File: config.mk
export PLATFORM = sky130hd
export DESIGN_NAME = bcd_countdown_timer
export DESIGN_NICKNAME = d
export VERILOG_FILES = /design/src/rtl/bcd_countdown_timer.sv
export SDC_FILE = /design/constraint.sdc
export NUM_CORES = 1
export LEC_CHECK = 0
export BUFFER_PORTS_ARGS = -buffer_cell sky130_fd_sc_hd__buf_2
export CAP_MARGIN = 15
export CELL_PAD_IN_SITES_DETAIL_PLACEMENT = 0
export CELL_PAD_IN_SITES_GLOBAL_PLACEMENT = 1
export CORE_ASPECT_RATIO = 0.8
export CORE_MARGIN = 3
export CORE_UTILIZATION = 45
export DETAILED_ROUTE_END_ITERATION = 10
export GPL_TIMING_DRIVEN = 0
export HOLD_SLACK_MARGIN = 0.05
export PLACE_DENSITY_LB_ADDON = 0.1
export SETUP_SLACK_MARGIN = 0.1
export SLEW_MARGIN = 10
export SYNTH_ARGS = -nofsm -noshare
export SYNTH_HDL_FRONTEND = slang
export SYNTH_SLANG_ARGS = --single-unit
File: constraint.sdc
create_clock -name clk -period 5.64 [get_ports clk]
set_input_delay 1.128 -clock clk [delete_from_list [all_inputs] [get_ports clk]]
set_output_delay 1.128 -clock clk [all_outputs]
set_load 0.02 [all_outputs]
File: src/rtl/bcd_countdown_timer.sv
// MM:SS countdown timer on four BCD digits, one decrement per CLK_DIV clocks, with expiry flagging.
// Optional feature: define AUTO_RELOAD_EN to reload the last loaded value on expiry instead of stopping.
module bcd_countdown_timer #(
  parameter int CLK_DIV = 100_000_000
) (
  input  logic        clk,
  input  logic        reset,
  input  logic        load,
  input  logic [15:0] load_val,
  input  logic        start_stop,
  output logic [15:0] digits,
  output logic        running,
  output logic        done,
  output logic        done_pulse
);

  localparam int PW = (CLK_DIV > 2) ? $clog2(CLK_DIV) : 1;

  typedef enum logic [1:0] {IDLE, RUN, PAUSE, DONE} state_t;

  state_t          state, state_next;
  logic [PW-1:0]   prescaler;
  logic            load_ok, tick, expire, reload_hit;
  logic [15:0]     load_clamped, dec_val, reload_digits;

  function automatic logic [3:0] clamp_digit(input logic [3:0] d, input logic [3:0] lim);
    return (d > lim) ? lim : d;
  endfunction

  // Digits above 9 saturate to 9; tens of seconds saturate to 5.
  function automatic logic [15:0] clamp_bcd(input logic [15:0] v);
    return {clamp_digit(v[15:12], 4'd9), clamp_digit(v[11:8], 4'd9),
            clamp_digit(v[7:4], 4'd5), clamp_digit(v[3:0], 4'd9)};
  endfunction

  function automatic logic [15:0] bcd_dec(input logic [15:0] v);
    logic [3:0] tm, m, ts, s;
    {tm, m, ts, s} = v;
    if (s != 4'd0) s = s - 4'd1;
    else begin
      s = 4'd9;
      if (ts != 4'd0) ts = ts - 4'd1;
      else begin
        ts = 4'd5;
        if (m != 4'd0) m = m - 4'd1;
        else begin
          m  = 4'd9;
          tm = tm - 4'd1;
        end
      end
    end
    return {tm, m, ts, s};
  endfunction

  assign load_ok      = load && (state != RUN);
  assign load_clamped = clamp_bcd(load_val);
  assign tick         = (state == RUN) && (prescaler == PW'(CLK_DIV - 1));
  assign dec_val      = bcd_dec(digits);
  assign expire       = tick && (dec_val == 16'h0000);

`ifdef AUTO_RELOAD_EN
  logic [15:0] reload_val;

  always_ff @(posedge clk) begin
    if (reset)        reload_val <= 16'h0000;
    else if (load_ok) reload_val <= load_clamped;
  end

  assign reload_digits = reload_val;
  assign reload_hit    = (reload_val != 16'h0000);
`else
  assign reload_digits = 16'h0000;
  assign reload_hit    = 1'b0;
`endif

  // NOTE: sequential state uses non-blocking assignments so every register samples pre-edge values.
  always_ff @(posedge clk) begin
    if (reset) state <= IDLE;
    else       state <= state_next;
  end

  // NOTE: assign a default before any branch so always_comb never infers a latch.
  always_comb begin
    state_next = state;
    if (load_ok) state_next = IDLE;
    else begin
      case (state)
        IDLE:    if (start_stop && digits != 16'h0000) state_next = RUN;
        RUN:     if (expire)          state_next = reload_hit ? RUN : DONE;
                 else if (start_stop) state_next = PAUSE;
        PAUSE:   if (start_stop) state_next = RUN;
        DONE:    state_next = DONE;
        default: state_next = IDLE;
      endcase
    end
  end

  always_comb running = (state == RUN);

  always_ff @(posedge clk) begin
    if (reset) begin
      digits     <= 16'h0000;
      prescaler  <= '0;
      done       <= 1'b0;
      done_pulse <= 1'b0;
    end else begin
      done_pulse <= 1'b0;
      if (load_ok) begin
        digits    <= load_clamped;
        prescaler <= '0;
        done      <= 1'b0;
      end else if (state == RUN) begin
        if (tick) begin
          prescaler <= '0;
          if (expire) begin
            // With a nonzero reload value the count restarts and done stays low.
            digits     <= reload_digits;
            done       <= !reload_hit;
            done_pulse <= 1'b1;
          end else begin
            digits <= dec_val;
          end
        end else begin
          prescaler <= prescaler + PW'(1);
        end
      end
    end
  end

endmodule
==> results of run 1 <==
placed cells by master (no fill, tap or decap), types with 4 or more instances in the layout:
cell type / instances
and3_1: 12
nand4_1: 17
dfxtp_1: 47
nor2_1: 38
xnor2_1: 17
nand3_1: 16
clkbuf_8: 6
clkbuf_1: 8
inv_1: 10
xor2_1: 9
o21ai_0: 12
buf_2: 40
or3_1: 5
or4_1: 4
nor3_1: 12
a21oi_1: 16
nor4_1: 16
nand2_1: 27
metrics by stage:
step | power, mW | instances | util
6_report | 0.659 | 440 | 0.558
5_1_grt | 0.691 | 440 | 0.558
3_3_place_gp | 0.454 | 432 | 0.539
2_1_floorplan | 0.421 | 319 | -
3_5_place_dp | 0.456 | 433 | 0.541
4_1_cts | 0.667 | 440 | 0.558
registers in the layout, summed over array words and instances, names as in the netlist:
signal and count:
done_pulse 1, done 1, state 2, digits 16, prescaler 27
layer usage:
layer | wire length (microns) | up-vias | global-route usage
met2 | 2470 | 84 | 0.288
met4 | 83 | 0 | 0.0577
met3 | 485 | 9 | 0.0381
met1 | 3570 | 1119 | 0.337
li1 | - | 1260 | -
met5 | 0 | - | 0
worst max-delay path: stages, from the launching register on:
cell and delay, ns:
dfxtp_1 0.39, ha_1 0.19, nand3b_1 0.14, or4_1 0.48
buf_2 0.19, or3_1 0.36, buf_2 0.18, nand2_1 0.26
clkbuf_1 0.40, nor2_1 0.10
where the power goes:
part	internal (mW)	total, mW	leakage [nW]	switching, mW
logic	0.0356	0.0970	0.664	0.0613
clock network	0.0964	0.210	0.0470	0.114
registers	0.340	0.352	0.381	0.0121
total	0.472	0.659	1.09	0.187
worst paths after layout:
kind | from | to | slack (ns)
worst max-delay path | prescaler[0]$_SDFFE_PP0P_ | prescaler[24]$_SDFFE_PP0P_ | 2.82
worst min-delay path | done$_SDFFE_PP0P_ | done$_SDFFE_PP0P_ | 0.45
worst max register to register | prescaler[0]$_SDFFE_PP0P_ | prescaler[24]$_SDFFE_PP0P_ | 2.82
worst min register to register | done$_SDFFE_PP0P_ | done$_SDFFE_PP0P_ | 0.45
cells by family after synthesis:
| kind of cell | Yosys count | share of synthesized area |
|---|---|---|
| XOR/XNOR | 26 | 0.0897 |
| buffers and inverters | 21 | 0.0321 |
| adder cells (fa/ha/maj) | 3 | 0.0148 |
| flip-flops | 47 | 0.371 |
| multiplexers | 4 | 0.0163 |
| AO/OA/AOI/OAI | 52 | 0.132 |
| AND/OR/NAND/NOR | 166 | 0.345 |
layout make-up:
class | instances | area share
clock buffer | 6 | 0.0283
clock inverter | 1 | 0.00171
buffer | 10 | 0.0137
timing repair buffer | 39 | 0.0676
multi-input combinational | 251 | 0.521
inverter | 11 | 0.0141
sequential | 47 | 0.322
tap | 75 | 0.0321
==> flow_summary.ini, run 1 <==
[status]
outcome = completed

[sta]
whs_ns = 0.453
max_slew.worst_pin.slew_ns = 0.671
rsz0062_at_grt = false
report.final.slew_viol_count = 0
fin_crit_sh = 0.501
slew_headroom = 0.549
tns_ns = 0
hold_viol = 0
skew_ns = 0.00820
fmax_mhz = 354
min_period_ns = 2.82
setup_slack_ns = 2.82
setup_violations = 0

[logic_synthesis]
ys_seq_elements = 47
async_flop_share = 0
syn_area_per_cell_sq_um = 7.95
syn_inst = 319
yosys_warnings = 0
synth.distinct_cells = 47
synth_ff_type = dfxtp_1
synth_top_area_cell = dfxtp_1
synth_edf_count = 0
syn-num-nets = 342
ys_seq_area_frac = 0.371
synth.area.top_cells = dfxtp_1, xnor2_1, nor2_1
syn-cell-area_sq_mm = 0.00254
synth.most_common_cell = dfxtp_1
synth_top_area_frac = 0.371
synthTopCellsByCount = dfxtp_1, nor2_1, nand2_1

[cts]
htreeDepth = 2
ctsHoldBuffers = 0
cts_sinks = 47
cts_setup_buffers = 0
clockBufferDepth = 2
clock_latency_ns = 0.30
cts-buffers-inserted = 5
cts-root-buf = clkbuf_8
cts_tree = yes
cts_resized = 0
clk_pin_slew_worst_paths_ns = 0.09

[global_routing]
antenna_found_initial = 0
grt_pass1_vias = 2222
grt-ovfl-total = 0
grt_max_degree = 14
grt_pass1_wl_mm = 11.2
grtUsageTotal = 0.212

[worst_setup_path]
cp_max_fo = 10
worst-r2r-cell-count = 9
critPathCaptureType = register
worstPathArrival_ns = 3.00
cp.required_ns = 5.82
crit_type = register to register
startpoint_type = register

[floorplan]
fp.coreArea_sq_mm = 0.00524
start_util = 0.484
die_area_sq_mm = 0.00658
die-width_microns = 90.0
io_pins = 39
die_h_microns = 73.2
floorplan.rows = 23

[min_path]
holdPathStages = 2
min-delay-path-class = register to register

[cells_and_area]
nNetsFinal = 388
syn_to_final_growth_pct = 15.2
drive_gt1_frac = 0.156
n_antenna_cell = 0
nFillCells = 574
final-seq-area_sq_um = 941
fin_area_sq_mm = 0.00292
multiInputGateArea_sq_mm = 0.00152

[placed_design]
place.gp.congestion = 0.812
dpl_cell_area_sq_mm = 0.00284
dp.final_hpwl_mm = 4.92
numPortBuffers = 38
dp_worst_setup_slack_ns = 2.83

[routing]
drt-total-wl_mm = 6.60
drt_drc_violations_left = 0
drt_iter0_drc = 152
vias = 2472
drtPass1Iterations = 4
drtAntennaViolNets = 0
wl_per_cell_microns = 15.0
routed_via_density = 5.62

[power]
ir_drop_mv = 0.137
power_density_mw_per_mm2 = 225
p_leak_nw = 1.09

[flow_run]
timing.max_cap.violations = 0
Note: power is estimated with default switching activity, not from simulation.
==> run 2: changes to the inputs <==
--- a/config.mk
+++ b/config.mk
@@ -11,7 +11,7 @@
 export CELL_PAD_IN_SITES_GLOBAL_PLACEMENT = 1
 export CORE_ASPECT_RATIO = 0.8
 export CORE_MARGIN = 3
-export CORE_UTILIZATION = 45
+export CORE_UTILIZATION = 38
 export DETAILED_ROUTE_END_ITERATION = 10
 export GPL_TIMING_DRIVEN = 0
 export HOLD_SLACK_MARGIN = 0.05
==> constraint.sdc (replaced) <==
create_clock -name clk -period 2.34 [get_ports clk]
set_input_delay 0.468 -clock clk [delete_from_list [all_inputs] [get_ports clk]]
set_output_delay 0.468 -clock clk [all_outputs]
set_load 0.02 [all_outputs]
==> run 2 against run 1 <==
Effect of this change: the run now ends with negative setup slack left; sequential share of layout area fell by 3.6 points; die area rose by 17%; non-clock buffer count rose by 18; sequential cell count did not move; critical endpoint is now digits[6]$_SDFFE_PP0P_; clock skew fell by 0.0032 ns; design area rose by 15%; worst hold slack got worse by 0.072 ns; critical path type unchanged; highest routed layer unchanged.
==> flow_summary.ini, run 2 (same netlist as run 1, synthesis figures left out) <==
[status]
outcome = finished, violations left
violations = negative setup slack

[routing]
drt-total-wl_mm = 7.35
wl_per_cell_microns = 15.8
vias = 2544
drt_drc_violations_left = 0
routed_via_density = 5.47
drt_iter0_drc = 116
drtAntennaViolNets = 0
drtPass1Iterations = 4

[floorplan]
die_area_sq_mm = 0.00770
io_pins = 39
fp.coreArea_sq_mm = 0.00619
floorplan.rows = 25
die-width_microns = 97.4
die_h_microns = 79.1
start_util = 0.410

[min_path]
min_from = load_val[9]
min-delay-path-class = input pin to register
holdPathStages = 3
min_to = digits[9]$_SDFFE_PP0P_

[worst_setup_path]
critPathCaptureType = register
crit_start = prescaler[0]$_SDFFE_PP0P_
worstPathArrival_ns = 2.64
worstReg2RegEnd = digits[6]$_SDFFE_PP0P_
worst-r2r-cell-count = 8
cp.required_ns = 2.56
r2r_setup_slack_ns = -0.08
cp_max_fo = 4
r2r-start = prescaler[0]$_SDFFE_PP0P_
startpoint_type = register
crit_type = register to register

[cts]
ctsHoldBuffers = 0
clockBufferDepth = 2
clock_latency_ns = 0.31
htreeDepth = 2
cts_tree = yes
clk_pin_slew_worst_paths_ns = 0.09
cts-buffers-inserted = 5
cts-root-buf = clkbuf_8
cts_sinks = 47

[cells_and_area]
drive_gt1_frac = 0.284
syn_to_final_growth_pct = 32.5
mostFrequentLayoutCells = nor2_1, buf_2, dfxtp_1
top_register = prescaler
reg_top3 = prescaler x27, digits x16, state x2
n_antenna_cell = 0
stdcell_count = 465
nNetsFinal = 406
largest_reg_flops = 27

[sta]
skew_ns = 0.00496
rsz0062_at_grt = true
min_period_ns = 2.42
setup_violations = 3
fmax_mhz = 413
slew_headroom = 0.481
fin_crit_sh = 1.03
report.final.slew_viol_count = 0
max_slew.worst_pin.slew_ns = 0.772
hold_viol = 0
whs_ns = 0.381
setup_slack_ns = -0.0816

[global_routing]
grt-ovfl-total = 0
grt_pass1_vias = 2255
antenna_found_initial = 0
grt_max_degree = 15
grtUsageTotal = 0.188
grt_pass1_wl_mm = 11.6

[power]
p_leak_nw = 1.30
pwr-share-seq = 0.460
power_mw = 1.86
ir_drop_mv = 0.326
p_sw_mw = 0.487
p_int_mw = 1.37
netSwitchingFraction = 0.262
p_clk_frac = 0.384
power_density_mw_per_mm2 = 553
comb_power_share = 0.156

[placed_design]
dp_worst_setup_slack_ns = -0.210
dp.final_hpwl_mm = 5.10
place.gp.congestion = 0.788
numPortBuffers = 38
placed_cells = 439

[flow_run]
timing.max_cap.violations = 0
[run 2: cell count changes in the layout (fill, tap and decap cells not counted), moves of 3 or more]
cell | before | now
nor4_4 | 0 | 5
dfxtp_2 | 0 | 12
or4_1 | 4 | 1
nor4_1 | 16 | 12
buf_4 | 1 | 15
clkbuf_1 | 8 | 4
buf_6 | 0 | 6
dfxtp_1 | 47 | 34
or4_4 | 0 | 3
[run 2: final cells by class]
cell class	instances	area, sq um
Clock buffer	6	72.6
Buffer	9	82.6
Fill cell	609	2830
Timing Repair Buffer	58	373
Clock inverter	2	60.1
Sequential cell	47	960
Multi-Input combinational cell	251	1670
Tap cell	81	101
Inverter	11	41.3
[run 2: timing repair]
action	in CTS	in global routing
cloned	0	2
buffers inserted	7	10
gates resized for setup	16	31
endpoints found under the setup margin	39	39
pin swaps	6	13
[run 2: worst max-delay path, cell delays in order, from the launching register on]
cell and delay (ns):
dfxtp_4 0.38, ha_4 0.13, nand3b_1 0.10, or4_4 0.49, buf_6 0.13, or3_4 0.32
buf_6 0.13, or4_4 0.40, a311oi_1 0.25
[run 2: how the worst max path moves through the flow]
stage,end
final,digits[6]$_SDFFE_PP0P_
after CTS,digits[6]$_SDFFE_PP0P_
after global routing,digits[6]$_SDFFE_PP0P_
after global placement,digits[4]$_SDFFE_PP0P_
after detailed placement,prescaler[23]$_SDFFE_PP0P_
after floorplan,digits[6]$_SDFFE_PP0P_
[run 2: stage by stage]
step / utilization / TNS, ns / area, sq um
after global routing: 0.543 / -0.406 / 3360
after detailed placement: 0.466 / -4.58 / 2890
after floorplan: - / -0.0616 / 2580
final: 0.543 / -0.185 / 3360
after global placement: 0.464 / -11.85 / 2870
after CTS: 0.506 / -0.0934 / 3140
[run 2: layer usage]
| layer | up-vias | routed length [microns] | global-route usage |
|---|---|---|---|
| met5 | - | 0 | 0 |
| met3 | 7 | 427 | 0.0351 |
| met4 | 0 | 64 | 0.0456 |
| met2 | 76 | 2920 | 0.267 |
| met1 | 1164 | 3930 | 0.288 |
| li1 | 1297 | - | - |
[run 2: power by group through the flow]
stage | clock network [mW] | registers, mW | logic, mW
floorplan | 0 | 0.884 | 0.138
global placement | 0 | 0.870 | 0.236
detailed placement | 0 | 0.870 | 0.236
CTS | 0.732 | 0.851 | 0.252
global route | 0.760 | 0.862 | 0.315
finish | 0.713 | 0.856 | 0.290
==> run 3: changes to the inputs <==
--- a/config.mk
+++ b/config.mk
@@ -5,7 +5,7 @@
 export SDC_FILE = /design/constraint.sdc
 export NUM_CORES = 1
 export LEC_CHECK = 0
-export BUFFER_PORTS_ARGS = -buffer_cell sky130_fd_sc_hd__buf_2
+export BUFFER_PORTS_ARGS = -buffer_cell sky130_fd_sc_hd__buf_4
 export CAP_MARGIN = 15
 export CELL_PAD_IN_SITES_DETAIL_PLACEMENT = 0
 export CELL_PAD_IN_SITES_GLOBAL_PLACEMENT = 1
==> run 3 against run 2 <==
Effect of this change: clock skew grew 0.00098 ns; design area shrank 2.8%; sequential cell count is the same; the flow still finishes with violations (negative setup slack); core utilization shrank 1.5 points; die area is the same; critical path depth is the same; largest power group unchanged.
==> flow_summary.ini, run 3 (same netlist as run 1, synthesis figures left out) <==
[status]
outcome = finished, violations left
violations = negative setup slack

[routing]
wl_per_cell_microns = 15.7
routed_via_density = 5.56
drt-total-wl_mm = 7.18
vias = 2542
drt_iter0_drc = 123
drt_drc_violations_left = 0
drtPass1Iterations = 5
drtAntennaViolNets = 0

[global_routing]
grtUsageTotal = 0.187
grt_pass1_wl_mm = 11.6
antenna_found_initial = 0
grt_pass1_vias = 2276
grt-ovfl-total = 0
grt_max_degree = 13

[power]
p_leak_nw = 1.22
power_density_mw_per_mm2 = 492
power_mw = 1.61
ir_drop_mv = 0.243

[sta]
max_slew.worst_pin.slew_ns = 0.709
skew_ns = 0.00594
setup_violations = 1
whs_ns = 0.376
hold_viol = 0
tns_ns = -0.0633
report.final.slew_viol_count = 0
fin_crit_sh = 1.03
slew_headroom = 0.524
rsz0062_at_grt = true
setup_slack_ns = -0.0633
min_period_ns = 2.40
fmax_mhz = 416

[cts]
clk_pin_slew_worst_paths_ns = 0.09
cts_tree = yes
cts_sinks = 47
htreeDepth = 2
cts-buffers-inserted = 5
clockBufferDepth = 2
cts-root-buf = clkbuf_8
clock_latency_ns = 0.30

[floorplan]
die-width_microns = 97.4
die_area_sq_mm = 0.00770
die_h_microns = 79.1
fp.coreArea_sq_mm = 0.00619
io_pins = 39
start_util = 0.410
floorplan.rows = 25

[cells_and_area]
syn_to_final_growth_pct = 28.8
final_util = 0.528
largest_reg_flops = 27
drive_gt1_frac = 0.247
mostFrequentLayoutCells = buf_4, nor2_1, dfxtp_1
nNetsFinal = 400
n_antenna_cell = 0
fin_area_sq_mm = 0.00327
reg_top3 = prescaler x27, digits x16, state x2
final_common_cell = buf_4
top_register = prescaler

[worst_setup_path]
slowest_stage = or4_4
slowest_delay_ns = 0.49
crit_type = register to register
cp.required_ns = 2.56
cp_max_fo = 4
worstPathArrival_ns = 2.63
startpoint_type = register
crit_path_cell_trace = ha_4 > nand3b_1 > or4_4 > buf_6 > or3_1 > buf_6 > or4_4 > a311oi_2
critPathCaptureType = register

[placed_design]
place.gp.congestion = 0.795
numPortBuffers = 38
dp.final_hpwl_mm = 5.11
dpl_cell_area_sq_mm = 0.00298

[min_path]
min-delay-path-class = input pin to register

[flow_run]
timing.max_cap.violations = 0
-- run 3: cell count changes in the layout (fill, tap and decap cells not counted), sizes merged --
| cell | previous run | this run |
|---|---|---|
| buf | 61 | 56 |
| bufinv | 2 | 0 |
| clkbuf | 12 | 11 |
-- run 3: final cells by class --
class / instances / area (sq um)
plain buffers: 10 / 71.3
fillers: 618 / 2930
clock buffers: 6 / 72.6
well taps: 81 / 101
repair buffers: 51 / 383
flip-flops and latches: 47 / 955
inverters: 11 / 41.3
multi-input cells: 251 / 1640
-- run 3: repair_timing --
item,in CTS,in global routing
hold buffers,0,0
setup buffers,7,6
resized for setup,13,22
pin swaps,4,12
hold endpoints to repair,0,0
setup endpoints to repair,39,41
-- run 3: path summary, 6_finish.rpt --
| path | startpoint | cells after the start | slack, ns | endpoint |
|---|---|---|---|---|
| max | prescaler[1]$_SDFFE_PP0P_ | 8 | -0.06 | digits[6]$_SDFFE_PP0P_ |
| min | load_val[10] | 3 | 0.38 | digits[10]$_SDFFE_PP0P_ |
| max reg2reg | prescaler[1]$_SDFFE_PP0P_ | 8 | -0.06 | digits[6]$_SDFFE_PP0P_ |
| min reg2reg | done$_SDFFE_PP0P_ | 2 | 0.46 | done$_SDFFE_PP0P_ |
-- run 3: per-layer routing --
metal  share of wire  GRT usage
met1            0.53      0.289
met2            0.40      0.259
met3           0.060     0.0360
met4           0.011     0.0539
met5               0          0
-- run 3: worst max-delay path, delay by kind of cell (launching register included) --
kind | cells | cell delay (ns)
buffers and inverters | 2 | 0.27
flip-flops | 1 | 0.36
adder cells (fa/ha/maj) | 1 | 0.14
AO/OA/AOI/OAI | 1 | 0.23
AND/OR/NAND/NOR | 4 | 1.32
-- run 3: per-stage QoR --
step | setup slack [ns] | instances
after detailed placement | -0.205 | 439
after global placement | -0.798 | 438
after floorplan | -0.0616 | 319
final | -0.0633 | 457
after CTS | -0.0604 | 452
after global routing | -0.110 | 457
-- run 3: power breakdown --
group | switching, mW | leakage [nW] | total, mW | internal [mW]
Clock | 0.269 | 0.0371 | 0.469 | 0.200
Combinational | 0.156 | 0.801 | 0.284 | 0.127
Sequential | 0.0375 | 0.386 | 0.855 | 0.818
Total | 0.463 | 1.22 | 1.61 | 1.15
